[src/rtl/hsv_core_commit_redirect.sv]
// Commit stage: retires one instruction per cycle, writes back rd,
// and sequences the pipeline flush plus fetch redirect on jump/trap.
package hsv_core_pkg;

  typedef struct packed {
    logic [31:0] pc;
    logic [31:0] next_pc;
    logic        jump;
    logic        trap;
    logic        writeback;
    logic [4:0]  rd;
    logic [31:0] rd_value;
  } commit_data_t;

endpackage

module hsv_core_commit_redirect
  import hsv_core_pkg::*;
#(
  parameter int          NUM_ACK     = 4,
  parameter logic [31:0] TRAP_VECTOR = 32'h0000_0100
) (
  input  logic               clk_core,
  input  logic               rst_core_n,
  input  commit_data_t       commit_data,
  input  logic               valid_i,
  output logic               ready_o,
  output logic               wr_en,
  output logic [4:0]         wr_addr,
  output logic [31:0]        wr_data,
  output logic               flush_req,
  input  logic [NUM_ACK-1:0] flush_ack,
  output logic               redirect_valid,
  output logic [31:0]        redirect_pc,
  input  logic               redirect_ready,
  output logic [63:0]        instret
);

  typedef enum logic [1:0] {
    RUN,
    FLUSH,
    REDIRECT
  } state_t;

  state_t      state;
  logic        run_en;
  logic        settle;
  logic [31:0] target;
  logic        accept;
  logic        all_ack;
  logic        do_wb;
  logic        unused_pc;

  // run_en is the released reset, synchronised to clk_core
  assign ready_o   = (state == RUN) & run_en;
  assign accept    = valid_i & ready_o;
  assign all_ack   = &flush_ack;
  assign do_wb     = commit_data.writeback
                   & (commit_data.rd != 5'd0);
  assign unused_pc = ^commit_data.pc;

  always_ff @(posedge clk_core or negedge rst_core_n) begin
    if (!rst_core_n) begin
      state          <= RUN;
      run_en         <= 1'b0;
      settle         <= 1'b0;
      target         <= '0;
      wr_en          <= 1'b0;
      wr_addr        <= '0;
      wr_data        <= '0;
      flush_req      <= 1'b0;
      redirect_valid <= 1'b0;
      redirect_pc    <= '0;
      instret        <= '0;
    end else begin
      run_en <= 1'b1;
      wr_en  <= 1'b0;
      case (state)
        RUN: begin
          if (accept) begin
            if (commit_data.trap) begin
              target    <= TRAP_VECTOR;
              state     <= FLUSH;
              flush_req <= 1'b1;
              settle    <= 1'b1;
            end else begin
              instret <= instret + 64'd1;
              if (do_wb) begin
                wr_en   <= 1'b1;
                wr_addr <= commit_data.rd;
                wr_data <= commit_data.rd_value;
              end
              if (commit_data.jump) begin
                target    <= commit_data.next_pc;
                state     <= FLUSH;
                flush_req <= 1'b1;
                settle    <= 1'b1;
              end
            end
          end
        end
        FLUSH: begin
          // acks may still be stale from a previous flush here
          if (settle) begin
            settle <= 1'b0;
          end else if (all_ack) begin
            state          <= REDIRECT;
            redirect_valid <= 1'b1;
            redirect_pc    <= target;
          end
        end
        REDIRECT: begin
          if (redirect_ready) begin
            state          <= RUN;
            flush_req      <= 1'b0;
            redirect_valid <= 1'b0;
          end
        end
        default: begin
          state <= RUN;
        end
      endcase
    end
  end

endmodule

[config.mk]
export PLATFORM = sky130hd
export DESIGN_NAME = hsv_core_commit_redirect
export DESIGN_NICKNAME = d
export VERILOG_FILES = /design/src/rtl/hsv_core_commit_redirect.sv
export SDC_FILE = /design/constraint.sdc
export NUM_CORES = 1
export LEC_CHECK = 0
export CAP_MARGIN = 20
export CORE_ASPECT_RATIO = 1.75
export CORE_UTILIZATION = 50
export CTS_BUF_LIST = sky130_fd_sc_hd__clkbuf_4
export DETAILED_ROUTE_END_ITERATION = 8
export GPL_ROUTABILITY_DRIVEN = 0
export PLACE_DENSITY = 0.87
export SLEW_MARGIN = 25
export SYNTH_ARGS = -nofsm -noshare
export SYNTH_HDL_FRONTEND = slang
export SYNTH_SLANG_ARGS = --single-unit
[constraint.sdc]
create_clock -name clk_core -period 6.3 [get_ports clk_core]
set_input_delay 0.945 -clock clk_core [delete_from_list [all_inputs] [get_ports clk_core]]
set_output_delay 0.945 -clock clk_core [all_outputs]
set_load 0.02 [all_outputs]
==> results.ini, run 1 <==
[clock_tree]
cts_tree = yes
postCtsSetupBuffers = 0
numCtsBuffers = 17
postCtsResizedCells = 0
htreeDepth = 4
clockBufferDepth = 2
clk_latency_ns = 0.55
root_buffer = clkbuf_4
cts.clk_slew.worst_paths_ns = 0.17
hold_buffers = 0
cts_sinks = 172

[worst_setup_path]
worst-path-buf-inv = 2
startpoint_type = input pin
critPathMaxStageDelay_ns = 0.82
worstSetupEndpointType = flop
crit_family = buffers and inverters
cp.depth = 6
rr_worst_depth = 5
crit_arrival_ns = 3.61
criticalPathCategory = input pin to flop
worstPathCellList = clkdlybuf4s50_1 -> nand4bb_4 -> nor2_1 -> o311a_1 -> buf_4 -> mux2_2
worst-path-max-fanout = 20
crit_required_ns = 6.73
critPathSlowestCell = o311a_1

[floorplanning]
die_h_um = 160.5
fp.dieW_um = 92.58
io_pins = 249
floorplan.initialDensity_pct = 51.35
die_area_sq_um = 14860
placementRows = 57
core_area_sq_um = 13980

[yosys]
synth-seq-cells = 172
seq_area_frac_synth_pct = 59.96
yosysWarnings = 0
syn-num-nets = 694
synth_edf_count = 0
synth_area_leaders = dfrtp_1 60%, mux2_2 11%, xnor2_1 6.3%
syn_inst = 581
synth_flop_cell = dfrtp_1
synth_top_cell_by_area = dfrtp_1
synth-async-reset-ratio_pct = 100.0
synth_area_sq_um = 7178
syn_avg_cell_area_sq_um = 12.35
ys_types = 40
synth_top_area_share_pct = 59.96

[finish]
multi_input_comb_area_sq_um = 2745
drive_gt1_share_pct = 14.85
final_util_pct = 69.76
seq_area_sq_um = 4304
fillCellCount = 1028
layout.cells.non_filler = 986
finalNetCount = 908
area_delta_synth_final_pct = 35.85

[sta]
fin_skew_ns = 0.03120
post-route-period-util_pct = 50.58
period_minus_slack_ns = 3.187
fin_setup_tns_ns = 0
rsz0062_at_grt = false
hold_violations = 0
slew_violations = 0
slew_headroom_pct = 36.61
worst_slew_pin_slew_ns = 0.9467
finalSetupViolCount = 0
max_freq_mhz = 313.8

[routing]
ant_nets = 0
dr.pass1.iters = 4
drt_iter0_drc = 189
drt_wl_total_um = 16760
avgRoutedWirePerCell_um = 17.00
vias_per_cell = 5.333
drc = 0
route.vias.total = 5258

[global_routing]
grt_pass1_vias = 5643
grt_max_degree = 95
grt_overflow = 0
track_usage_pct = 23.83
grt_pass1_wl_um = 27690
antenna_found_initial = 1

[power]
p_leak_nw = 4.249
vdd_drop_max_v = 0.0002098
powerDensity_nw_per_um2 = 329.2

[flow_run]
cap_violations = 0

[place]
dp_hpwl_um = 12230
placed_cells = 953
numPortBuffers = 216

[run_status]
status = complete, no violations

[hold_path]
hold_class = input pin to async pin

==> report_power, final <==
part	internal [mW]	switching, mW	total [mW]
clock network	0.215	0.400	0.614
logic	0.556	0.505	1.06
registers	1.38	0.159	1.53
total	2.15	1.06	3.21
==> synthesized netlist by cell type (all sizes together), types with 4 or more instances <==
library cell / count
dfrtp: 172
mux2: 69
nand2: 54
xnor2: 52
o21ai: 34
nand2b: 32
nand3: 28
nand4: 26
nor2: 19
and3: 13
clkbuf: 13
buf: 11
xor2: 11
nor3: 8
nor4: 6
and2: 5
inv: 5
and4: 4
==> state kept, by name, summed over array words and instances (netlist names) <==
signal          cells
wr_addr             5
wr_data            32
redirect_valid      1
instret            64
settle              1
target             32
redirect_pc        32
flush_req           1
state               2
run_en              1
wr_en               1
==> placed cells by master (no fill, tap or decap), drive strengths merged, types with 3 or more instances in the layout <==
cell type	synthesis	final
clkdlybuf4s50	0	214
dfrtp	172	172
mux2	69	69
nand2	54	54
xnor2	52	52
o21ai	34	34
nand2b	32	32
nand3	28	28
nand4	26	26
nor2	19	19
clkbuf	13	19
and3	13	13
xor2	11	11
inv	5	10
nor3	8	8
nor4	6	6
and2	5	5
buf	11	5
and4	4	4
clkinv	0	4
clkinvlp	0	3
==> per-stage QoR <==
step           hold slack, ns  setup slack (ns)  cell area, sq um  power [mW]
2_1_floorplan          0.4444             3.856              7178       2.044
3_3_place_gp           0.4551             2.171              9470       2.567
3_5_place_dp           0.4680             2.020              9470       2.624
4_1_cts                0.4229             2.630              9746       3.246
5_1_grt                0.4790             2.972              9752       3.375
6_report               0.4324             3.113              9752       3.210
==> worst register-to-register path: stages, from the launching register on <==
cell and delay (ns):
dfrtp_1 0.49, nand4bb_4 0.31, nor2_1 0.36, o311a_1 0.82, buf_4 0.40, mux2_2 0.38
==> layout make-up <==
cell class	count	share of cell area, %
diodes	1	0.02566
clock buffers	19	1.463
clock inverters	13	1.360
inverters	5	0.1925
multi-input cells	380	28.15
flip-flops and latches	172	44.14
well taps	177	2.271
repair buffers	219	22.40
==> path summary, 6_finish.rpt <==
path | from | endpoint | slack, ns
worst max-delay path | valid_i | wr_data[7] | 3.11
worst min-delay path | rst_core_n | redirect_pc[29] | 0.43
worst max register to register | state[0] | wr_data[7] | 3.44
worst min register to register | target[25] | target[25] | 0.49
max in group asynchronous | rst_core_n | target[20] | 4.60
min in group clk_core | target[25] | target[25] | 0.49
==> routing by layer <==
layer  global-route usage (%)  up-vias  routed length (um)
li1                         -     2426                   -
met3                    5.824       31                 995
met1                    26.25     2607                6081
met2                    42.73      194                9221
met5                        0        -                   0
met4                    10.51        0                 460
==> cells by family after synthesis <==
logic type	share of synthesized area (%)
compound gates	2.894
xor+xnor	7.687
fa+ha+maj	0.1743
buf+inv	1.900
flops	59.96
mux	10.82
other cells	0.05224
simple gates	16.51
(Power assumes the default switching activity.)
==> inputs of run 2 (changes only) <==
--- a/config.mk
+++ b/config.mk
@@ -7,11 +7,11 @@
 export LEC_CHECK = 0
 export CAP_MARGIN = 20
 export CORE_ASPECT_RATIO = 1.75
-export CORE_UTILIZATION = 50
+export CORE_UTILIZATION = 42
 export CTS_BUF_LIST = sky130_fd_sc_hd__clkbuf_4
 export DETAILED_ROUTE_END_ITERATION = 8
 export GPL_ROUTABILITY_DRIVEN = 0
-export PLACE_DENSITY = 0.87
+export PLACE_DENSITY = 0.78
 export SLEW_MARGIN = 25
 export SYNTH_ARGS = -nofsm -noshare
 export SYNTH_HDL_FRONTEND = slang
==> constraint.sdc (replaced) <==
create_clock -name clk_core -period 2.8 [get_ports clk_core]
set_input_delay 0.42 -clock clk_core [delete_from_list [all_inputs] [get_ports clk_core]]
set_output_delay 0.42 -clock clk_core [all_outputs]
set_load 0.02 [all_outputs]
==> run 2 against run 1 <==
Against the previous run: design area up 2.0%; total power increased by 130%; clock power is 140% higher; critical endpoint is now ready_o.
==> results.ini, run 2 (same netlist as run 1, synthesis figures left out) <==
[clock_tree]
clk_latency_ns = 0.56  ; about the same
cts_tree = yes
cts_sinks = 172  ; unchanged
cts.clk_slew.worst_paths_ns = 0.16  ; about the same
numCtsBuffers = 17  ; unchanged
htreeDepth = 4  ; unchanged
root_buffer = clkbuf_4
clockBufferDepth = 2  ; unchanged
postCtsResizedCells = 0  ; unchanged
postCtsSetupBuffers = 0  ; unchanged

[floorplanning]
die_h_um = 174.9  ; +9.0%
fp.dieW_um = 100.8  ; +8.9%
core_area_sq_um = 16600  ; +19%
floorplan.initialDensity_pct = 43.24  ; -8.1 points
die_area_sq_um = 17640  ; +19%
placementRows = 62  ; +8.8%
io_pins = 249  ; unchanged

[routing]
avgRoutedWirePerCell_um = 15.63  ; -8.1%
dr.pass1.iters = 4  ; unchanged
drt_iter0_drc = 140  ; -26%
ant_nets = 0  ; unchanged
drc = 0  ; unchanged
drt_wl_total_um = 16330  ; -2.6%
route.vias.total = 5177  ; -1.5%
vias_per_cell = 4.954  ; -7.1%

[global_routing]
grt_pass1_vias = 5364  ; -4.9%
grt_overflow = 0  ; unchanged
grt_max_degree = 69  ; -27%
track_usage_pct = 19.62  ; -4.2 points
grt_pass1_wl_um = 26810  ; -3.2%
antenna_found_initial = 1  ; unchanged

[flow_run]
cap_violations = 0  ; unchanged

[worst_setup_path]
crit_required_ns = 2.38  ; -4.35 ns
worstSetupEndpointType = output pin
crit_arrival_ns = 1.94  ; -1.67 ns
worst-path-max-fanout = 8  ; -60%
startpoint_type = flop
criticalPathCategory = flop to output pin

[power]
pwr-share-seq_pct = 47.1  ; -0.7 points
vdd_drop_max_v = 0.0004431  ; +110%
combPwrFrac_pct = 32.7  ; -0.4 points
switching_power_mw = 2.364  ; +120%
clock_power_share_pct = 20.2  ; +1.1 points
sw_frac_of_total_pct = 32.48  ; -0.65 points
powerDensity_nw_per_um2 = 732.0  ; +120%
internal-power_mw = 4.914  ; +130%
p_leak_nw = 4.316  ; +1.6%

[place]
placed_cells = 1011  ; +6.1%
numPortBuffers = 216  ; unchanged
dp_hpwl_um = 11800  ; -3.5%

[sta]
rsz0062_at_grt = false
period_minus_slack_ns = 2.362
max_freq_mhz = 423.3
fin_setup_tns_ns = 0  ; unchanged
slew_violations = 0  ; unchanged
fin_skew_ns = 0.02299  ; -0.008210 ns
worst_slew_pin_slew_ns = 0.6216  ; -0.3251 ns
slew_headroom_pct = 58.56  ; +22 points
finalSetupViolCount = 0  ; unchanged
hold_violations = 0  ; unchanged
post-route-period-util_pct = 84.37

[finish]
mostFrequentLayoutCells = 215 x clkdlybuf4s50_1, 172 x dfrtp_1, 69 x mux2_2
largest_register_ffs = 64  ; unchanged
finalNetCount = 920  ; +1.3%
layout.cells.non_filler = 1045  ; +6.0%
area_delta_synth_final_pct = 38.50
largest-register = instret
final_common_cell = clkdlybuf4s50_1
drive_gt1_share_pct = 15.85  ; +1.0 points

[hold_path]
hold_class = input pin to async pin

[run_status]
status = complete, no violations

## run 2: cell types whose count changed in the layout (fill, tap and decap cells not counted), sizes merged
cell,before,now
clkinv,4,5
dlygate4sd3,0,1
buf,5,15
clkdlybuf4s50,214,215
bufinv,1,2
clkbuf,19,18
clkinvlp,3,2
## run 2: power by group through the flow
stage	Clock, mW	Sequential, mW	Combinational (mW)
2_1_floorplan	0	3.98	0.616
3_3_place_gp	0	3.45	2.37
3_5_place_dp	0	3.48	2.40
4_1_cts	1.53	3.43	2.41
5_1_grt	1.62	3.52	2.54
6_report	1.47	3.43	2.38
## run 2: worst paths after layout
| kind | endpoint | start | slack (ns) | cells past startpoint |
|---|---|---|---|---|
| min | instret[26] | rst_core_n | 0.40 | 2 |
| min reg2reg | target[16] | target[16] | 0.49 | 2 |
| max in group asynchronous | redirect_pc[17] | rst_core_n | 1.59 | 3 |
| min in group clk_core | target[21] | commit_data[61] | 0.40 | 3 |
| max reg2reg | instret[56] | instret[0] | 0.68 | 6 |
| max | ready_o | state[0] | 0.44 | 3 |
## run 2: cell type report
| class | instances | area, sq um |
|---|---|---|
| inverters | 5 | 18.77 |
| repair buffers | 231 | 2303 |
| well taps | 224 | 280.3 |
| multi-input cells | 380 | 2739 |
| fillers | 1432 | 6659 |
| flip-flops and latches | 172 | 4304 |
| clock buffers | 18 | 135.1 |
| diodes | 1 | 2.502 |
| clock inverters | 14 | 158.9 |
## run 2: critical path: stages (launching register included)
cell	delay (ns)
dfrtp_1	0.49
nor2_1	0.15
and2_1	0.13
clkdlybuf4s50_1	0.63
## run 2: what timing repair did
item / in CTS / in global routing
setup endpoints to repair: 0 / 0
hold endpoints to repair: 65 / 0
hold buffers: 1 / 0
## run 2: metrics by stage
step	setup WS [ns]	total power, mW	instance area (sq um)	utilization [%]	hold slack (ns)
floorplan	0.6828	4.598	7178	-	0.1244
finish	0.4376	7.278	9942	59.89	0.3997
global placement	0.3369	5.817	9635	58.04	0.4525
CTS	0.3631	7.370	9940	59.87	0.3435
detailed placement	0.3077	5.882	9635	58.04	0.4602
global route	0.2999	7.681	9942	59.89	0.3550
## run 2: per-layer routing
| layer | part of all wire (%) | GRT usage, % | wire length (um) |
|---|---|---|---|
| met1 | 37 | 20.90 | 5977 |
| met4 | 2.1 | 8.092 | 343 |
| met2 | 54 | 34.82 | 8862 |
| met5 | 0 | 0 | 0 |
| met3 | 7.0 | 6.680 | 1146 |
==> patch: new RTL, flow settings as in run 2 <==
Make the reset (`rst_core_n`) synchronous in one clocked block.
--- a/src/rtl/hsv_core_commit_redirect.sv
+++ b/src/rtl/hsv_core_commit_redirect.sv
@@ -59,7 +59,7 @@
                    & (commit_data.rd != 5'd0);
   assign unused_pc = ^commit_data.pc;
 
-  always_ff @(posedge clk_core or negedge rst_core_n) begin
+  always_ff @(posedge clk_core) begin
     if (!rst_core_n) begin
       state          <= RUN;
       run_en         <= 1'b0;
Check against the original RTL: differs if rst_core_n is asserted again (counterexample within 4 cycles, from zero or initial values and one cycle with rst_core_n low); with rst_core_n held inactive, the same outputs for 4 cycles.
==> patch against run 2 <==
Routed wire length is 21% higher; fmax is 1.4% lower; core utilization is 0.53 points higher; first-iteration DRC count is 110% higher; critical path type unchanged; area after synthesis is 3.4% lower; setup slack worse by 0.033 ns; final area is 2.6% lower; sequential cell count stayed put; highest routed layer unchanged.
Power is not compared: it rests on default switching activity, and its combinational part moved more than twofold at a synthesized area within 25%.
==> patch: results (changes against run 2) <==
The share of flip-flops with an asynchronous set or reset came out at 0% (-100 points). The number of buffers inserted during clock tree synthesis came out at 17 (unchanged). Leading register cell type out of synthesis: sky130_fd_sc_hd__dfxtp_1. The total wirelength of the detailed-routed design is 19.7 mm (+21%). The part of the Yosys area used for sequential elements came out at 49.7% (-10 points).

For the count of fill cells added during filler insertion, the log shows 1,481 (+3.4%). The mean number of vias per cell works out to 5.35 (+7.9%). Path category of the worst min-delay check: in -> reg. The run gives 0 (unchanged) as the post-CTS setup repair buffer count.

The tree is rooted in a sky130_fd_sc_hd__clkbuf_4. The most numerous cell in the Yosys netlist is sky130_fd_sc_hd__nand2_1. The tools report the startpoint of the worst register-to-register path as instret[22]. The via count of the first global-routing pass was 6,224 (+16%); the synthesis warning total was 0 (unchanged). The standby leakage power came out at 3.14 nW.

The startpoint identified for the worst hold timing path is commit_data[8]. The fraction of final layout cells with drive strength greater than 1 works out to 6.74% (-9.1 points). The worst endpoint data arrival time was 1.98 ns (+0.04 ns). Transition time of the tightest slew-check pin: 0.661 ns (+0.0390 ns).

The distinct cell type count of the synthesized netlist is 39 (-2.5%). The post-cts repair resize count was 0 (unchanged); the largest fanout on the critical path was 10 (+2). The timing startpoint of the critical path is state[1]. The gate count after technology mapping is 844 (+45%), and the initial antenna violation count is 2 (+1). The clock slew seen by the registers of the worst setup and hold paths was 0.16 ns (about the same); the H-tree level count was 4 (unchanged).

The run finished with clean final reports. The number of port buffers works out to 216 (unchanged). The run gives 30.5 mm (+14%) as the global-route wire length before repair. In the post-synthesis netlist, the biggest area contributors are sky130_fd_sc_hd__dfxtp_1, sky130_fd_sc_hd__nand2_1, sky130_fd_sc_hd__a21oi_1.

For the overall via count from detail_route, the log shows 6,730 (+30%). instret holds more flip-flops than any other register. The worst clock skew is 0.0352 ns (+0.0122 ns). The maximum vdd drop is 0.320 mV. The total routing usage reported by global routing was 22.5% (+2.9 points). Largest net degree at the start of global routing: 68 (-1.4%). Final net count: 1,168 (+27%). The tools report the post-synthesis net count as 957 (+38%). The later pin in the worst-skew pair is clocked with a latency of 0.55 ns.

The tools report the number of detailed-routing iterations run before antenna repair as 5 (+1). By count the netlist is led by sky130_fd_sc_hd__nand2_1, sky130_fd_sc_hd__dfxtp_1, sky130_fd_sc_hd__a21oi_1. The placed wire-length estimate is 14.2 mm (+21%), and the number of DRC markers in iteration 0 is 291 (+110%). Number of flip-flops under the largest register name: 64 (unchanged). The largest buffer count on any clock path came out at 2 (unchanged).
[patch: cell types whose count changed after synthesis, sizes merged, moves of 39 or more]
cell	change
a21oi	+133
dfrtp	-172
dfxtp	+172
mux2	-69
nand2	+137
xnor2	-39
[patch: worst paths after layout]
kind	slack [ns]	cells after the start	endpoint
worst max-delay path	0.40	2	ready_o
worst min register to register	0.45	2	redirect_pc[2]
worst max register to register	0.50	5	instret[52]
worst min-delay path	0.40	3	wr_data[8]
[patch: cell families (layout without fill, tap and decap cells)]
family,Yosys count,in the layout,share of synthesized area [%]
and+or+nand+nor,396,396,28.8
AOI/OAI and AO/OA,178,178,13.4
DFF,172,172,49.7
buffers and inverters,67,291,4.10
xor gates and xnor gates,30,30,3.79
adders and majority gates,1,1,0.180
other,0,2,0
[patch: critical path, cell delays in order (launching register included)]
cell and delay [ns]:
sky130_fd_sc_hd__dfxtp_1 0.43, sky130_fd_sc_hd__nor3b_1 0.34, sky130_fd_sc_hd__clkdlybuf4s50_1 0.67
[patch: power by group]
group / total, mW / internal (mW) / switching, mW
combinational: 0.320 / 0.169 / 0.151
sequential: 2.50 / 2.48 / 0.0174
clock: 1.58 / 0.651 / 0.929
[patch: layout make-up]
class | count | area [sq um] | share of cell area (%)
multi-input cells | 605 | 3220 | 33.2
diodes | 2 | 5.00 | 0.0517
inverters | 16 | 62.6 | 0.646
well taps | 189 | 236 | 2.44
clock inverters | 14 | 184 | 1.90
repair buffers | 243 | 2400 | 24.8
clock buffers | 18 | 135 | 1.40
flip-flops and latches | 172 | 3440 | 35.6
[patch: routing by layer]
metal | share of wire, % | track usage, %
met3 | 4.4 | 4.24
met4 | 3.1 | 10.5
met5 | 0 | 0
met1 | 37 | 23.7
met2 | 55 | 42.8
[patch: through the flow]
stage          util [%]  worst slack, ns  hold WS (ns)  instance area (sq um)
4_1_cts            60.4            0.324         0.353                   9680
3_3_place_gp       58.4            0.106         0.436                   9360
2_1_floorplan         -            0.667         0.432                   6930
5_1_grt            60.4            0.260         0.349                   9680
6_report           60.4            0.405         0.397                   9680
3_5_place_dp       58.4           0.0793         0.445                   9360
